<file path="config.mk">
export PLATFORM = sky130hd
export DESIGN_NAME = isr_priority_ctrl
export DESIGN_NICKNAME = d
export VERILOG_FILES = /design/src/rtl/pic_pkg.sv /design/src/rtl/pic_prio_resolver.sv /design/src/rtl/isr_priority_ctrl.sv
export SDC_FILE = /design/constraint.sdc
export NUM_CORES = 1
export LEC_CHECK = 0
export CAP_MARGIN = 20
export CORE_ASPECT_RATIO = 0.5
export CORE_MARGIN = 2
export CORE_UTILIZATION = 45
export CTS_CLUSTER_SIZE = 14
export DETAILED_ROUTE_END_ITERATION = 10
export PLACE_DENSITY = 0.71
export SLEW_MARGIN = 5
export SYNTH_ARGS = -nofsm -noshare
export SYNTH_HDL_FRONTEND = slang
export SYNTH_SLANG_ARGS = --single-unit
</file>
<file path="constraint.sdc">
create_clock -name clk -period 6.6 [get_ports clk]
set_clock_uncertainty 0.1 [all_clocks]
set_input_delay 1.32 -clock clk [delete_from_list [all_inputs] [get_ports clk]]
set_output_delay 1.32 -clock clk [all_outputs]
set_load 0.01 [all_outputs]
</file>
<file path="src/rtl/pic_pkg.sv">
// Shared definitions for the 8259A-compatible interrupt controller:
// OCW2 command codes, acknowledge FSM states and rotation helpers.
package pic_pkg;

  localparam logic [2:0] ROT_AEOI_CLR = 3'b000;
  localparam logic [2:0] EOI_NS       = 3'b001;
  localparam logic [2:0] OCW2_NOP     = 3'b010;
  localparam logic [2:0] EOI_SPEC     = 3'b011;
  localparam logic [2:0] ROT_AEOI_SET = 3'b100;
  localparam logic [2:0] ROT_NS_EOI   = 3'b101;
  localparam logic [2:0] SET_PRIO     = 3'b110;
  localparam logic [2:0] ROT_SPEC_EOI = 3'b111;

  typedef enum logic {
    IDLE = 1'b0,
    ACK2 = 1'b1
  } pic_state_e;

  // Rotations act on the low n bits only; sh must be below n.
  function automatic logic [31:0] rot_right(input logic [31:0] v, input int unsigned n,
                                            input int unsigned sh);
    logic [31:0] r;
    int unsigned idx;
    r = '0;
    for (int unsigned i = 0; i < 32; i++) begin
      if (i < n) begin
        idx = i + sh;
        if (idx >= n) idx = idx - n;
        r[i] = v[idx[4:0]];
      end
    end
    return r;
  endfunction

  function automatic logic [31:0] rot_left(input logic [31:0] v, input int unsigned n,
                                           input int unsigned sh);
    logic [31:0] r;
    int unsigned idx;
    r = '0;
    for (int unsigned i = 0; i < 32; i++) begin
      if (i < n) begin
        idx = i + n - sh;
        if (idx >= n) idx = idx - n;
        r[i] = v[idx[4:0]];
      end
    end
    return r;
  endfunction

  // Distance of lvl below the highest-priority level; 0 is highest priority.
  function automatic int unsigned prio_rank(input int unsigned lvl, input int unsigned high,
                                            input int unsigned n);
    return (lvl >= high) ? (lvl - high) : (lvl + n - high);
  endfunction

endpackage

</file>
<file path="src/rtl/pic_prio_resolver.sv">
// Combinational rotating priority encoder: finds the highest-priority set bit
// of vec, where the level after lowest_prio is the highest priority.
module pic_prio_resolver
  import pic_pkg::*;
#(
  parameter int NUM_IRQ = 8,
  localparam int LVL_W = $clog2(NUM_IRQ)
) (
  input  logic [NUM_IRQ-1:0] vec,
  input  logic [LVL_W-1:0]   lowest_prio,
  output logic               found,
  output logic [LVL_W-1:0]   level
);

  logic [LVL_W-1:0]   high;
  logic [LVL_W-1:0]   rank;
  logic [NUM_IRQ-1:0] rot;
  logic [LVL_W:0]     sum;

  always_comb begin
    high  = (lowest_prio == LVL_W'(NUM_IRQ - 1)) ? '0 : lowest_prio + 1'b1;
    rot   = NUM_IRQ'(rot_right(32'(vec), NUM_IRQ, 32'(high)));
    found = |vec;
    rank  = '0;
    for (int i = NUM_IRQ - 1; i >= 0; i--) begin
      if (rot[i]) rank = LVL_W'(i);
    end
    sum = (LVL_W+1)'(high) + (LVL_W+1)'(rank);
    if (sum >= (LVL_W+1)'(NUM_IRQ)) sum = sum - (LVL_W+1)'(NUM_IRQ);
    level = sum[LVL_W-1:0];
  end

endmodule

</file>
<file path="src/rtl/isr_priority_ctrl.sv">
// In-service register, rotating-priority arbitration, INTA two-pulse sequencing
// and OCW2 command execution for the 8259A-compatible interrupt controller.
module isr_priority_ctrl
  import pic_pkg::*;
#(
  parameter int NUM_IRQ      = 8,
  parameter int SPURIOUS_LVL = NUM_IRQ - 1,
  localparam int LVL_W       = $clog2(NUM_IRQ)
) (
  input  logic               clk,
  input  logic               rst_n,
  input  logic [NUM_IRQ-1:0] irr,
  input  logic [NUM_IRQ-1:0] imr,
  input  logic               special_mask_mode,
  input  logic               aeoi_mode,
  input  logic               inta_pulse,
  input  logic               ocw2_valid,
  input  logic [2:0]         ocw2_cmd,
  input  logic [LVL_W-1:0]   ocw2_level,
  output logic [NUM_IRQ-1:0] isr,
  output logic               int_req,
  output logic [NUM_IRQ-1:0] irr_clear,
  output logic               vector_valid,
  output logic [LVL_W-1:0]   vector_level,
  output logic [LVL_W-1:0]   lowest_prio
);

  pic_state_e         state;
  logic [LVL_W-1:0]   lat_lvl;
  logic               lat_spur;
  logic               rotate_aeoi;

  logic [NUM_IRQ-1:0] blk_vec;
  logic [LVL_W-1:0]   high;
  logic               irr_found, blk_found, isr_found;
  logic [LVL_W-1:0]   irr_lvl, blk_lvl, isr_lvl;

  logic               win, ack2_strobe, aeoi_hit, lvl_ok;
  logic [NUM_IRQ-1:0] win_onehot, eoi_clr, aeoi_clr, isr_nxt;
  logic               lp_wr, rot_wr, rot_val;
  logic [LVL_W-1:0]   lp_val;

  assign blk_vec = special_mask_mode ? (isr & ~imr) : isr;
  assign high    = (lowest_prio == LVL_W'(NUM_IRQ - 1)) ? '0 : lowest_prio + 1'b1;

  pic_prio_resolver #(.NUM_IRQ(NUM_IRQ)) u_irr_res (
    .vec(irr), .lowest_prio(lowest_prio), .found(irr_found), .level(irr_lvl));

  pic_prio_resolver #(.NUM_IRQ(NUM_IRQ)) u_blk_res (
    .vec(blk_vec), .lowest_prio(lowest_prio), .found(blk_found), .level(blk_lvl));

  // Non-specific EOI targets the full ISR, independent of special mask mode.
  pic_prio_resolver #(.NUM_IRQ(NUM_IRQ)) u_isr_res (
    .vec(isr), .lowest_prio(lowest_prio), .found(isr_found), .level(isr_lvl));

  always_comb begin
    win = irr_found && (!blk_found ||
          (prio_rank(32'(irr_lvl), 32'(high), NUM_IRQ) <
           prio_rank(32'(blk_lvl), 32'(high), NUM_IRQ)));

    win_onehot = '0;
    if (state == IDLE && inta_pulse && win) win_onehot[irr_lvl] = 1'b1;

    ack2_strobe = (state == ACK2) && inta_pulse;
    aeoi_hit    = ack2_strobe && aeoi_mode && !lat_spur;
    aeoi_clr    = '0;
    if (aeoi_hit) aeoi_clr[lat_lvl] = 1'b1;

    eoi_clr = '0;
    lp_wr   = 1'b0;
    lp_val  = lowest_prio;
    rot_wr  = 1'b0;
    rot_val = rotate_aeoi;
    lvl_ok  = 32'(ocw2_level) < NUM_IRQ;
    if (ocw2_valid && lvl_ok) begin
      case (ocw2_cmd)
        EOI_NS:       if (isr_found) eoi_clr[isr_lvl] = 1'b1;
        EOI_SPEC:     eoi_clr[ocw2_level] = 1'b1;
        ROT_NS_EOI: begin
          if (isr_found) begin
            eoi_clr[isr_lvl] = 1'b1;
            lp_wr  = 1'b1;
            lp_val = isr_lvl;
          end
        end
        ROT_SPEC_EOI: begin
          eoi_clr[ocw2_level] = 1'b1;
          lp_wr  = 1'b1;
          lp_val = ocw2_level;
        end
        SET_PRIO: begin
          lp_wr  = 1'b1;
          lp_val = ocw2_level;
        end
        ROT_AEOI_SET: begin rot_wr = 1'b1; rot_val = 1'b1; end
        ROT_AEOI_CLR: begin rot_wr = 1'b1; rot_val = 1'b0; end
        default: ;
      endcase
    end

    // Clears see the pre-update ISR; a same-cycle acknowledge set wins.
    isr_nxt = (isr & ~eoi_clr & ~aeoi_clr) | win_onehot;
  end

  always_ff @(posedge clk or negedge rst_n) begin
    if (!rst_n) begin
      state        <= IDLE;
      isr          <= '0;
      int_req      <= 1'b0;
      irr_clear    <= '0;
      vector_valid <= 1'b0;
      vector_level <= '0;
      lowest_prio  <= LVL_W'(NUM_IRQ - 1);
      rotate_aeoi  <= 1'b0;
      lat_lvl      <= '0;
      lat_spur     <= 1'b0;
    end else begin
      isr          <= isr_nxt;
      irr_clear    <= win_onehot;
      vector_valid <= 1'b0;
      if (rot_wr) rotate_aeoi <= rot_val;
      if (lp_wr) lowest_prio <= lp_val;
      else if (aeoi_hit && rotate_aeoi) lowest_prio <= lat_lvl;
      case (state)
        IDLE: begin
          if (inta_pulse) begin
            int_req  <= 1'b0;
            lat_lvl  <= win ? irr_lvl : LVL_W'(SPURIOUS_LVL);
            lat_spur <= !win;
            state    <= ACK2;
          end else begin
            int_req <= win;
          end
        end
        ACK2: begin
          int_req <= 1'b0;
          if (inta_pulse) begin
            vector_valid <= 1'b1;
            vector_level <= lat_lvl;
            state        <= IDLE;
          end
        end
        default: state <= IDLE;
      endcase
    end
  end

endmodule
</file>
==> impl_metrics.ini <==
[logic_synthesis]
synth_top_area_cell = dfrtp_1
ys_async_sr_fraction_pct = 100
synth_cell_type_count = 69
synthCells = 374
synthFlopType = dfrtp_1
syn_avg_cell_area_um2 = 10.0
synth_edf_count = 0
netlist.area_leader.share_pct = 18.0
ys_ff_latch = 30
synth_nets = 431
synth_warnings = 0
yosysSeqAreaShare_pct = 20.1
synth.cell_area_um2 = 3750
synth_area_leaders = dfrtp_1 18%, mux4_2 13%, mux2i_1 8.3%

[detailed_routing]
detail-route-antenna-nets = 0
vias_per_cell = 6.06
wl_per_cell_um = 19.3
vias = 3387
drt_iter0_drc = 201
drtPass1Iterations = 5
finalWirelength_mm = 10.8
drc_errors = 0

[finish]
final_common_cell = clkdlybuf4s50_1
layout-drive-gt1-share_pct = 24.6
syn_to_final_growth_pct = 28.0
layout_common_cells = 51 x clkdlybuf4s50_1, 31 x mux2i_1, 30 x buf_4
antenna_cells = 0
seqCellArea_um2 = 754
multi_input_area_um2 = 2860
final_nets = 503
n_fill_cell = 692

[hold_path]
holdPathEnd = int_req
hold_class = reg -> reg
holdCritStartpoint = state
whs_path_depth = 1

[critical_path]
cp_data_required_time_ns = 6.68
r2r_cells = 24
endpoint_kind = register
r2r-start = lowest_prio[0]
r2r_end = isr[1]
worst-setup-path-type = in -> reg
arrival_ns = 6.46
startpoint_type = primary input
r2r_setup_slack_ns = 0.27
crit_fanout = 5

[cts]
h-tree-depth = 2
clk_pin_slew_ns = 0.05
clkLatencyLatePin_ns = 0.28
root_buffer = clkbuf_16
clock_sinks = 30
cts_tree = yes
clockBufferDepth = 2
cts_buffers = 5
postCtsSetupBuffers = 0

[die]
rows = 23
die_y_um = 68.6
core-area_um2 = 8030
dieArea_um2 = 9120
start_util_pct = 46.7
die_w_um = 133
pin_count = 52

[grt]
grt_pass1_wl_mm = 17.0
grt_overflow = 0
antenna_found_initial = 0
grt_max_degree = 31
grt_usage_pct = 24.2
grt_pass1_vias = 3339

[sta]
tightestPinTransition_ns = 0.702
min_period_over_period_pct = 96.7
maxSlewViolCount = 0
relSlewSlack_pct = 53.1
fmax_ghz = 0.157
finalCriticalPeriod_ns = 6.38
setup_ws_ns = 0.216
finalSetupViolations = 0
final_hold_viol_count = 0

[flow_run]
max_cap_viol_count = 0

[placed_design]
dp_hpwl_mm = 8.17
port_buffers = 51
finalWeightedCongestion = 0.906
place_ws_ns = -0.156

[outcome]
outcome = finished clean
final cells by class:
class	count	share of cell area [%]
sequential	30	15.7
inverter	30	2.56
timing repair buffer	83	16.0
clock inverter	2	0.261
multi-input combinational	296	59.7
tap	112	2.92
clock buffer	6	2.89
sequential cells by signal, indices dropped and copies added (netlist names):
register and flops:
irr_clear 8, isr 8, lat_lvl 3, lowest_prio 3, vector_level 3, int_req 1, lat_spur 1, rotate_aeoi 1
state 1, vector_valid 1
how the worst max path moves through the flow:
| stage | start | depth (start not counted) | slack, ns | endpoint |
|---|---|---|---|---|
| after floorplan | lowest_prio[0] | 28 | 0.04 | isr[0] |
| after global placement | irr[6] | 22 | 0.01 | isr[6] |
| after detailed placement | irr[0] | 22 | -0.16 | isr[4] |
| after CTS | lowest_prio[0] | 25 | 0.07 | isr[2] |
| after global routing | irr[6] | 22 | -0.02 | isr[5] |
| final | irr[0] | 22 | 0.22 | isr[1] |
synthesized netlist by cell type, types with 3 or more instances:
master / instances
mux2i_1: 31
dfrtp_1: 27
inv_1: 26
nand2_1: 26
ha_1: 22
mux4_2: 22
nor2_1: 15
nand3_1: 12
o221ai_1: 11
nand2b_1: 10
xnor2_1: 9
a21oi_1: 8
and3_1: 8
clkbuf_1: 8
mux2_2: 8
nor3_1: 8
fa_1: 7
o32ai_1: 6
or3_1: 6
a21bo_2: 5
a22oi_1: 5
a31oi_1: 5
a311oi_1: 4
xor2_1: 4
a211oi_1: 3
a21o_1: 3
a22o_1: 3
buf_6: 3
dfstp_2: 3
nor2b_1: 3
o2111ai_1: 3
o21a_1: 3
o21ai_0: 3
o22a_1: 3
o22ai_1: 3
through the flow:
stage | hold WS, ns | TNS, ns | area (um^2) | utilization (%) | instances
after CTS | 0.372 | 0 | 4710 | 58.7 | 559
after detailed placement | 0.357 | -1.45 | 4560 | 56.8 | 551
after global placement | 0.348 | 0 | 4560 | 56.8 | 551
after floorplan | 0.335 | 0 | 3780 | - | 374
final | 0.366 | 0 | 4800 | 59.8 | 559
after global routing | 0.398 | -0.0403 | 4800 | 59.8 | 559
repair_timing:
item,CTS,global route
setup endpoints to repair,0,20
hold buffers,0,0
resized for setup,0,16
per-layer routing:
metal / track usage [%] / up-vias / wire, um / share of wire (%)
li1: - / 1592 / - / -
met1: 33.1 / 1652 / 4860 / 45
met2: 41.2 / 130 / 4910 / 46
met3: 4.46 / 13 / 850 / 7.9
met4: 5.59 / 0 / 145 / 1.3
met5: 0 / - / 0 / 0
critical path: stages:
cell             delay (ns)
clkdlybuf4s50_1        0.51
mux4_2                 0.53
a22oi_4                0.17
o21ai_0                0.13
a21bo_2                0.23
a21bo_2                0.20
a21boi_1               0.15
ha_2                   0.21
fa_2                   0.27
xor2_4                 0.20
xor2_4                 0.19
inv_4                  0.06
fa_1                   0.40
a31oi_2                0.20
xnor2_1                0.10
ha_1                   0.21
or3_1                  0.34
o221ai_1               0.15
a21oi_1                0.16
nand2b_4               0.20
or2_2                  0.32
o32ai_1                0.22
cell families (layout without fill, tap and decap cells):
| kind of cell | count (synthesis) | after routing | synth area share (%) |
|---|---|---|---|
| compound gates | 84 | 84 | 18.6 |
| xor+xnor | 15 | 15 | 4.20 |
| fa+ha+maj | 29 | 29 | 11.1 |
| buf+inv | 48 | 121 | 6.24 |
| flops | 30 | 30 | 20.1 |
| mux | 62 | 62 | 24.6 |
| simple gates | 106 | 106 | 15.2 |
Power is left out: the tool's default activity adds up to more than one toggle a clock period on the data nets, which glitch-free logic cannot reach.
